===== config.mk =====
export PLATFORM = sky130hd
export DESIGN_NAME = key_schedule_ctrl
export DESIGN_NICKNAME = d
export VERILOG_FILES = /design/src/rtl/key_schedule_ctrl.sv
export SDC_FILE = /design/constraint.sdc
export NUM_CORES = 1
export LEC_CHECK = 0
export BUFFER_PORTS_ARGS = -buffer_cell sky130_fd_sc_hd__buf_4
export CAP_MARGIN = 25
export CORE_MARGIN = 5
export CORE_UTILIZATION = 46
export CTS_CLUSTER_DIAMETER = 40
export DETAILED_ROUTE_END_ITERATION = 7
export GPL_TIMING_DRIVEN = 0
export PLACE_DENSITY = 0.77
export SLEW_MARGIN = 0
export SYNTH_ARGS = -nofsm -noshare
export SYNTH_HDL_FRONTEND = slang
export SYNTH_SLANG_ARGS = --single-unit
export TNS_END_PERCENT = 10

===== constraint.sdc =====
create_clock -name clk -period 2.75 [get_ports clk]
set_input_delay 0.275 -clock clk [delete_from_list [all_inputs] [get_ports clk]]
set_output_delay 0.275 -clock clk [all_outputs]
set_load 0.05 [all_outputs]

===== src/rtl/key_schedule_ctrl.sv =====
// PRESENT-80 round-key sequencer.
// Loads an 80-bit cipher key and streams round keys K0..K(NUM_KEYS-1) to the
// round datapath, one key per valid/ready transfer. A single combinational
// key_schedule step advances the key register on every accepted transfer.
//
// Handshake: a round key transfers on a rising clock edge where
// rk_valid && rk_ready. While rk_valid is high and rk_ready is low, rk, rk_idx
// and rk_valid hold steady. rk_valid never drops without a transfer except
// under reset.

`timescale 1ns/1ps

// One PRESENT-80 key schedule step for round counter round_cnt:
// rotate left by 61, S-box the top nibble, XOR the counter into bits [19:15].
module key_schedule (
  input  logic [79:0] key_in,
  input  logic [4:0]  round_cnt,
  output logic [79:0] key_out
);

  logic [79:0] rot;
  logic [3:0]  sbox_in;
  logic [3:0]  sbox_out;

  // PRESENT 4-bit S-box, applied only to the top nibble of the rotated key
  always_comb begin
    sbox_out = 4'h0;
    case (sbox_in)
      4'h0: sbox_out = 4'hC;
      4'h1: sbox_out = 4'h5;
      4'h2: sbox_out = 4'h6;
      4'h3: sbox_out = 4'hB;
      4'h4: sbox_out = 4'h9;
      4'h5: sbox_out = 4'h0;
      4'h6: sbox_out = 4'hA;
      4'h7: sbox_out = 4'hD;
      4'h8: sbox_out = 4'h3;
      4'h9: sbox_out = 4'hE;
      4'hA: sbox_out = 4'hF;
      4'hB: sbox_out = 4'h8;
      4'hC: sbox_out = 4'h4;
      4'hD: sbox_out = 4'h7;
      4'hE: sbox_out = 4'h1;
      4'hF: sbox_out = 4'h2;
      default: sbox_out = 4'h0;
    endcase
  end

  // Rotate, substitute and mix in the round counter
  always_comb begin
    rot     = {key_in[18:0], key_in[79:19]};
    sbox_in = rot[79:76];
    key_out = {sbox_out, rot[75:20], rot[19:15] ^ round_cnt, rot[14:0]};
  end

endmodule

module key_schedule_ctrl #(
  parameter int NUM_KEYS = 32  // legal range 2..32
) (
  input  logic        clk,
  input  logic        rst,
  input  logic        ld,
  input  logic [79:0] key,
  output logic        busy,
  output logic [63:0] rk,
  output logic        rk_valid,
  input  logic        rk_ready,
  output logic [4:0]  rk_idx,
  output logic        rk_last,
  output logic        done,
  output logic        state_dbg
);

  typedef enum logic {
    IDLE = 1'b0,
    RUN  = 1'b1
  } state_t;

  localparam logic [4:0] LAST_IDX = 5'(NUM_KEYS - 1);

  state_t      state_q, state_d;
  logic [79:0] key_q, key_d;
  logic [4:0]  idx_q, idx_d;
  logic        done_q, done_d;

  logic [4:0]  round_cnt;
  logic [79:0] next_key;
  logic        at_last;
  logic        xfer;

  // Round counter for the next key is always idx+1; it only feeds the step
  // while idx < LAST_IDX, so it stays within 1..31 and never wraps.
  assign round_cnt = idx_q + 5'd1;

  key_schedule u_step (
    .key_in    (key_q),
    .round_cnt (round_cnt),
    .key_out   (next_key)
  );

  // State, key, index and done-pulse registers with synchronous reset
  always_ff @(posedge clk) begin
    if (rst) begin
      state_q <= IDLE;
      key_q   <= 80'h0;
      idx_q   <= 5'd0;
      done_q  <= 1'b0;
    end else begin
      state_q <= state_d;
      key_q   <= key_d;
      idx_q   <= idx_d;
      done_q  <= done_d;
    end
  end

  // Next-state logic: load in IDLE, advance on each transfer in RUN, and
  // return to IDLE after the last key, leaving key/index at final values
  always_comb begin
    state_d  = state_q;
    key_d    = key_q;
    idx_d    = idx_q;
    done_d   = 1'b0;
    rk_valid = 1'b0;
    busy     = 1'b0;
    at_last  = (idx_q == LAST_IDX);
    xfer     = 1'b0;
    case (state_q)
      IDLE: begin
        if (ld) begin
          key_d   = key;
          idx_d   = 5'd0;
          state_d = RUN;
        end
      end
      RUN: begin
        rk_valid = 1'b1;
        busy     = 1'b1;
        xfer     = rk_ready;
        if (xfer) begin
          if (at_last) begin
            state_d = IDLE;
            done_d  = 1'b1;
          end else begin
            key_d = next_key;
            idx_d = idx_q + 5'd1;
          end
        end
      end
      default: state_d = IDLE;
    endcase
  end

  // Output mapping: round key is the top 64 bits of the key register
  always_comb begin
    rk        = key_q[79:16];
    rk_idx    = idx_q;
    rk_last   = rk_valid && at_last;
    done      = done_q;
    state_dbg = state_q;
  end

endmodule

# Word level (Yosys, flattened, before mapping)
# Memories as Yosys holds them, arrays and structs flattened. A register that Yosys moved wholly into a read port is not among the register bits.
# Index checks and enable logic that the tools add are counted.
[classes] addsub=1 n_eq_ne=4 n_mux=16 bitwise=3 n_reduce_logical=3
[op_table] operator="80-bit 2-to-1 mux" n=3
[op_table] operator="80-bit case mux with 2 select lines" n=1
[op_table] operator="5-bit 2-to-1 mux" n=3
[op_table] operator="5-bit case mux with 2 select lines" n=1
[op_table] operator="4-bit 2-to-1 mux" n=2
[op_table] operator="2-bit inequality test (second input constant)" n=3
[op_table] operator="5-bit by 1-bit adder with 5-bit output (second input constant)" n=1
[op_table] operator="5-bit equality test (second input constant)" n=1
[op_table] operator="1-bit 2-to-1 mux" n=5
[op_table] operator="5-bit bitwise XOR" n=1
[op_table] operator="3-bit AND reduction" n=1
[op_table] operator="3-bit OR reduction" n=1
[op_table] operator="1-bit NOT" n=2
[op_table] operator="1-bit case mux with 2 select lines" n=1
[op_table] operator="1-bit logical AND" n=1
[word_totals] register_bits=87 romBits=64 in_bits=84 output_inout_bits=74 elab_cells=32 memories=1
[mem_list] memory="(name not given)" depth=16 word_bits=4 read_ports=1 rd_clocked_by_memory_dff=1 write_ports=0 line_no="28" text="case (sbox_in)"

# Longest topological paths before layout
[depth] ltp_word=7 mapped_depth=13 mapped_depth_nobuf=13

# Hierarchy
# Synthesis repeated with hierarchy kept, for this count alone.
[hier_totals] cells_unflattened=564 area_unflattened_um2=5251.3
[by_module_without_submodules] module="key_schedule_ctrl" instances=1 cells_per_inst=470 area_per_inst_um2=4489.3 seq_area_each_um2=1741.7
[by_module_without_submodules] module="key_schedule" instances=1 cells_per_inst=94 area_per_inst_um2=762.0 seq_area_each_um2=0.0

# Worst setup path after synthesis
# OpenSTA, ideal clock, no wires.
[synth_path] path_type="reg-to-reg" startpoint="register idx_q[0] (netlist: rk_idx[0])" endpoint="register u_step.sbox_out[0] (netlist name)" arrival_time_ns=2.921 t_required_ns=2.678 setup_slack_ns=-0.243 path_stages_with_launch=14 path_buffers=1 period_less_slack_ns=2.993 cell_sequence="dfxtp_1 > ha_1 > and3_2 > ha_1 > nand3b_2 > and2_1 > buf_6 > a21oi_2 > and2_1 > ha_1 > inv_1 > a21oi_1 > a31oi_1 > mux2i_1"
[synth_between] elab_cells_between_ends=10 classes_between="1 x add/sub; 2 x eq/ne; 5 x mux; 1 x bitwise; 1 x reduce/logical"
[synth_rtl] element="start, declared" line_no="84" text="logic [4:0] idx_q, idx_d;"
[synth_rtl] element="start signal, assigned" line_no="112" text="idx_q <= idx_d;"
[synth_rtl] element="5-bit equality test" line_no="126" text="at_last = (idx_q == LAST_IDX);"
[synth_rtl] element="named net at_last" line_no="89" text="logic at_last;"
[synth_rtl] element="2-bit inequality test (no line)"
[synth_rtl] element="3-bit AND reduction (no line)"
[synth_rtl] element="4-bit 2-to-1 mux (no line) (2 in a row)"
# The timed path passes the listed nets, and every way through them passes these cells. The select of a mux whose other input is x is not followed.
# A chain may end at the register's enable or synchronous reset.

# Final worst setup path
[layout_path] startpoint="register idx_q[0] (netlist: rk_idx[0])" endpoint="register u_step.sbox_out[0] (netlist name)"
[layout_between] elab_cells_between_ends=10 classes_between="1 x add/sub; 2 x eq/ne; 5 x mux; 1 x bitwise; 1 x reduce/logical"
[layout_rtl] element="5-bit equality test" line_no="126"
[layout_rtl] element="named net at_last" line_no="89"
[layout_rtl] element="2-bit inequality test (no line)"
[layout_rtl] element="3-bit AND reduction (no line)"
[layout_rtl] element="4-bit 2-to-1 mux (no line) (2 in a row)"
# The timed path passes the listed nets, and every way through them passes these cells. The select of a mux whose other input is x is not followed.

==> impl_metrics.ini <==
[layout]
syn2layout_area_growth_pct = 35.14
drive_gt1_share_pct = 41.12
final_nets = 767
antenna_cells = 0

[sta]
fmax_ghz = 0.3779
finalHoldViolations = 0
setup_viol = 0
rsz0062_at_grt = no
setup_ws_ns = 0.1035
skew_ns = 0.01331
slew-limit-headroom_pct = 55.63
tightest_slew_ns = 0.6655
finalCriticalPeriod_ns = 2.647
drv_slew = 0
period_share_pct = 96.24

[critical_path]
max_stage_delay_ns = 0.39
r2r_cells = 13
crit_fanout = 7
crit_buf_inv = 2
r2r_end = u_step.sbox_out[0]$_DFF_P_
required_ns = 3.04
criticalPathCategory = reg2reg
path_depth = 13
timing.rr.start = rk_idx[0]$_SDFFE_PP0N_
cp_slowest_cell = dfxtp_4
worstPathArrival_ns = 2.93
crit_chain = ha_4 > and3_2 > ha_2 > nand3b_4 > and2_1 > buf_6 > a21oi_4 > and2_4 > ha_1 > inv_2 > a21oi_1 > a31oi_1 > mux2i_1
path_delay_family = simple AND/OR/NAND/NOR gates
endpoint_kind = flop
startpoint_type = flop
rrSetupSlack_ns = 0.10

[cts]
clk_path_buf_depth = 2
worstSkewPairLatency_ns = 0.36
tritoncts = yes
h-tree-depth = 3
numCtsBuffers = 9
postCtsHoldBufs = 0
cts.clk_slew.worst_paths_ns = 0.10
root_buffer = clkbuf_8
cts.sink_count = 91

[global_route]
grt_max_degree = 16
gr-total-overflow = 0
gr-usage-all-layers_pct = 22.10
grt_pass1_wl_um = 22050
grt_pass1_vias = 4306
grt_antenna_before_repair = 0

[hold_path]
min-delay-start = rst
min_to = key_q[17]$_SDFFE_PP0N_
whs_path_depth = 2
hp-class = in2reg

[logic_synthesis]
synth_cells = 503
synth-main-ff-cell = dfxtp_1
synth_area_um2 = 4700
ys_types = 41
syn-num-nets = 594
synth_seq_area_share_pct = 38.76
avgSynthCellArea_um2 = 9.343
synth_area_leaders = dfxtp_1 (39%), mux2i_1 (18%), a211oi_1 (12%), buf_4 (11%), nor2_1 (6.5%)
synth_top_area_cell = dfxtp_1
synth-edff-count = 0
netlist.area_leader.share_pct = 38.76
ys_top_cells_by_count = dfxtp_1 (91), mux2i_1 (83), nor2_1 (81), a211oi_1 (76), buf_4 (67)
synth_seq_cells = 91
yosysMostFrequentCell = dfxtp_1
yosys_warnings = 0
async_reset_ff_share_pct = 0

[floorplan]
io_pins = 158
coreArea_um2 = 9864
num_rows = 36
die_x_um = 111.1
die-area_um2 = 12340
die_height_um = 111.1
start_util_pct = 47.64

[outcome]
status = complete, no violations

[detailed_routing]
drc_errors = 0
drt-wirelength-per-cell_um = 17.29
firstDrtPassIters = 4
dr_total_vias = 4206
drtIter0Drc = 201
vias_per_cell = 5.167
wl_um = 14070
antenna_left = 0

[run]
max_cap_violations = 0

[place]
io_buffers = 157
gp_congestion = 0.8868
place_hpwl_um = 10870
place_ws_ns = -0.2541

[pwr]
finalPower_mw = 3.886
leakage_nw = 2.916
irDropWorstVdd_v = 0.0003712
p_per_area_nw_per_um2 = 611.8
layer usage:
metal	GRT usage, %	routed length, µm	vias to the layer above
met5	0	0	-
met4	8.678	395	0
met3	4.585	850	33
met2	36.29	6820	149
met1	28.47	6007	1964
li1	-	-	2060
metrics by stage:
step           util, %  area (µm²)  setup TNS, ns  instances  hold WS (ns)
2_1_floorplan        -        4720              0        503        0.3604
3_3_place_gp     61.48        6065        -0.1734        793        0.4674
3_5_place_dp     61.48        6065        -0.7386        793        0.4829
4_1_cts          64.05        6319              0        812        0.1311
5_1_grt          64.38        6351              0        814        0.1294
6_report         64.38        6351              0        814        0.1406
flip-flops by register name (all words and copies together), names as in the netlist:
| register | flops |
|---|---|
| rk_idx | 5 |
| state_dbg | 1 |
| done | 1 |
| key_q | 80 |
| u_step.sbox_out | 4 |
how the worst max path moves through the flow:
stage,start,end,slack (ns)
floorplan,rk_idx[2]$_SDFFE_PP0N_,u_step.sbox_out[0]$_DFF_P_,0.07
global placement,rk_idx[0]$_SDFFE_PP0N_,u_step.sbox_out[0]$_DFF_P_,-0.16
detailed placement,rk_idx[0]$_SDFFE_PP0N_,u_step.sbox_out[0]$_DFF_P_,-0.25
CTS,rk_idx[0]$_SDFFE_PP0N_,u_step.sbox_out[0]$_DFF_P_,0.02
global route,rk_idx[0]$_SDFFE_PP0N_,u_step.sbox_out[0]$_DFF_P_,0.01
finish,rk_idx[0]$_SDFFE_PP0N_,u_step.sbox_out[0]$_DFF_P_,0.10
cells in the final DEF (no fill, tap or decap), types with 3 or more instances in the layout:
cell,instances
buf_4,230
dfxtp_1,89
mux2i_1,83
nor2_1,81
a211oi_1,76
buf_2,17
clkbuf_1,12
clkbuf_8,9
nand2_1,8
a21oi_1,7
buf_1,6
ha_1,5
inv_1,4
clkinvlp_4,4
and2_1,3
xnor2_1,3
inv_2,3
nand3_1,3
logic make-up after synthesis:
group	Yosys count	share of synthesized area (%)
flops	91	38.76
fa+ha+maj	7	1.864
compound gates	99	15.74
mux	83	17.68
xor+xnor	6	1.411
simple gates	107	9.797
buf+inv	110	14.75
layout make-up:
class	count	area [µm²]
Fill cell	802	3513
Timing Repair Buffer	162	1216
Multi-Input combinational cell	302	2232
Inverter	7	26.28
Tap cell	133	166.4
Buffer	103	670.6
Clock buffer	11	152.6
Sequential cell	91	1827
Clock inverter	5	60.06
timing repair:
action                                  4_1_cts  5_1_grt
gates resized for setup                       4        7
gates cloned                                  0        0
setup buffers                                 3        2
pin swaps                                     1        1
endpoints found under the setup margin       13        3
power by group:
| group | total, mW | internal, mW | switching, mW |
|---|---|---|---|
| logic | 1.35 | 0.558 | 0.795 |
| registers | 1.57 | 1.46 | 0.113 |
| clock network | 0.961 | 0.476 | 0.485 |
| total | 3.89 | 2.49 | 1.39 |
No activity file was read; power rests on OpenSTA's default activity.
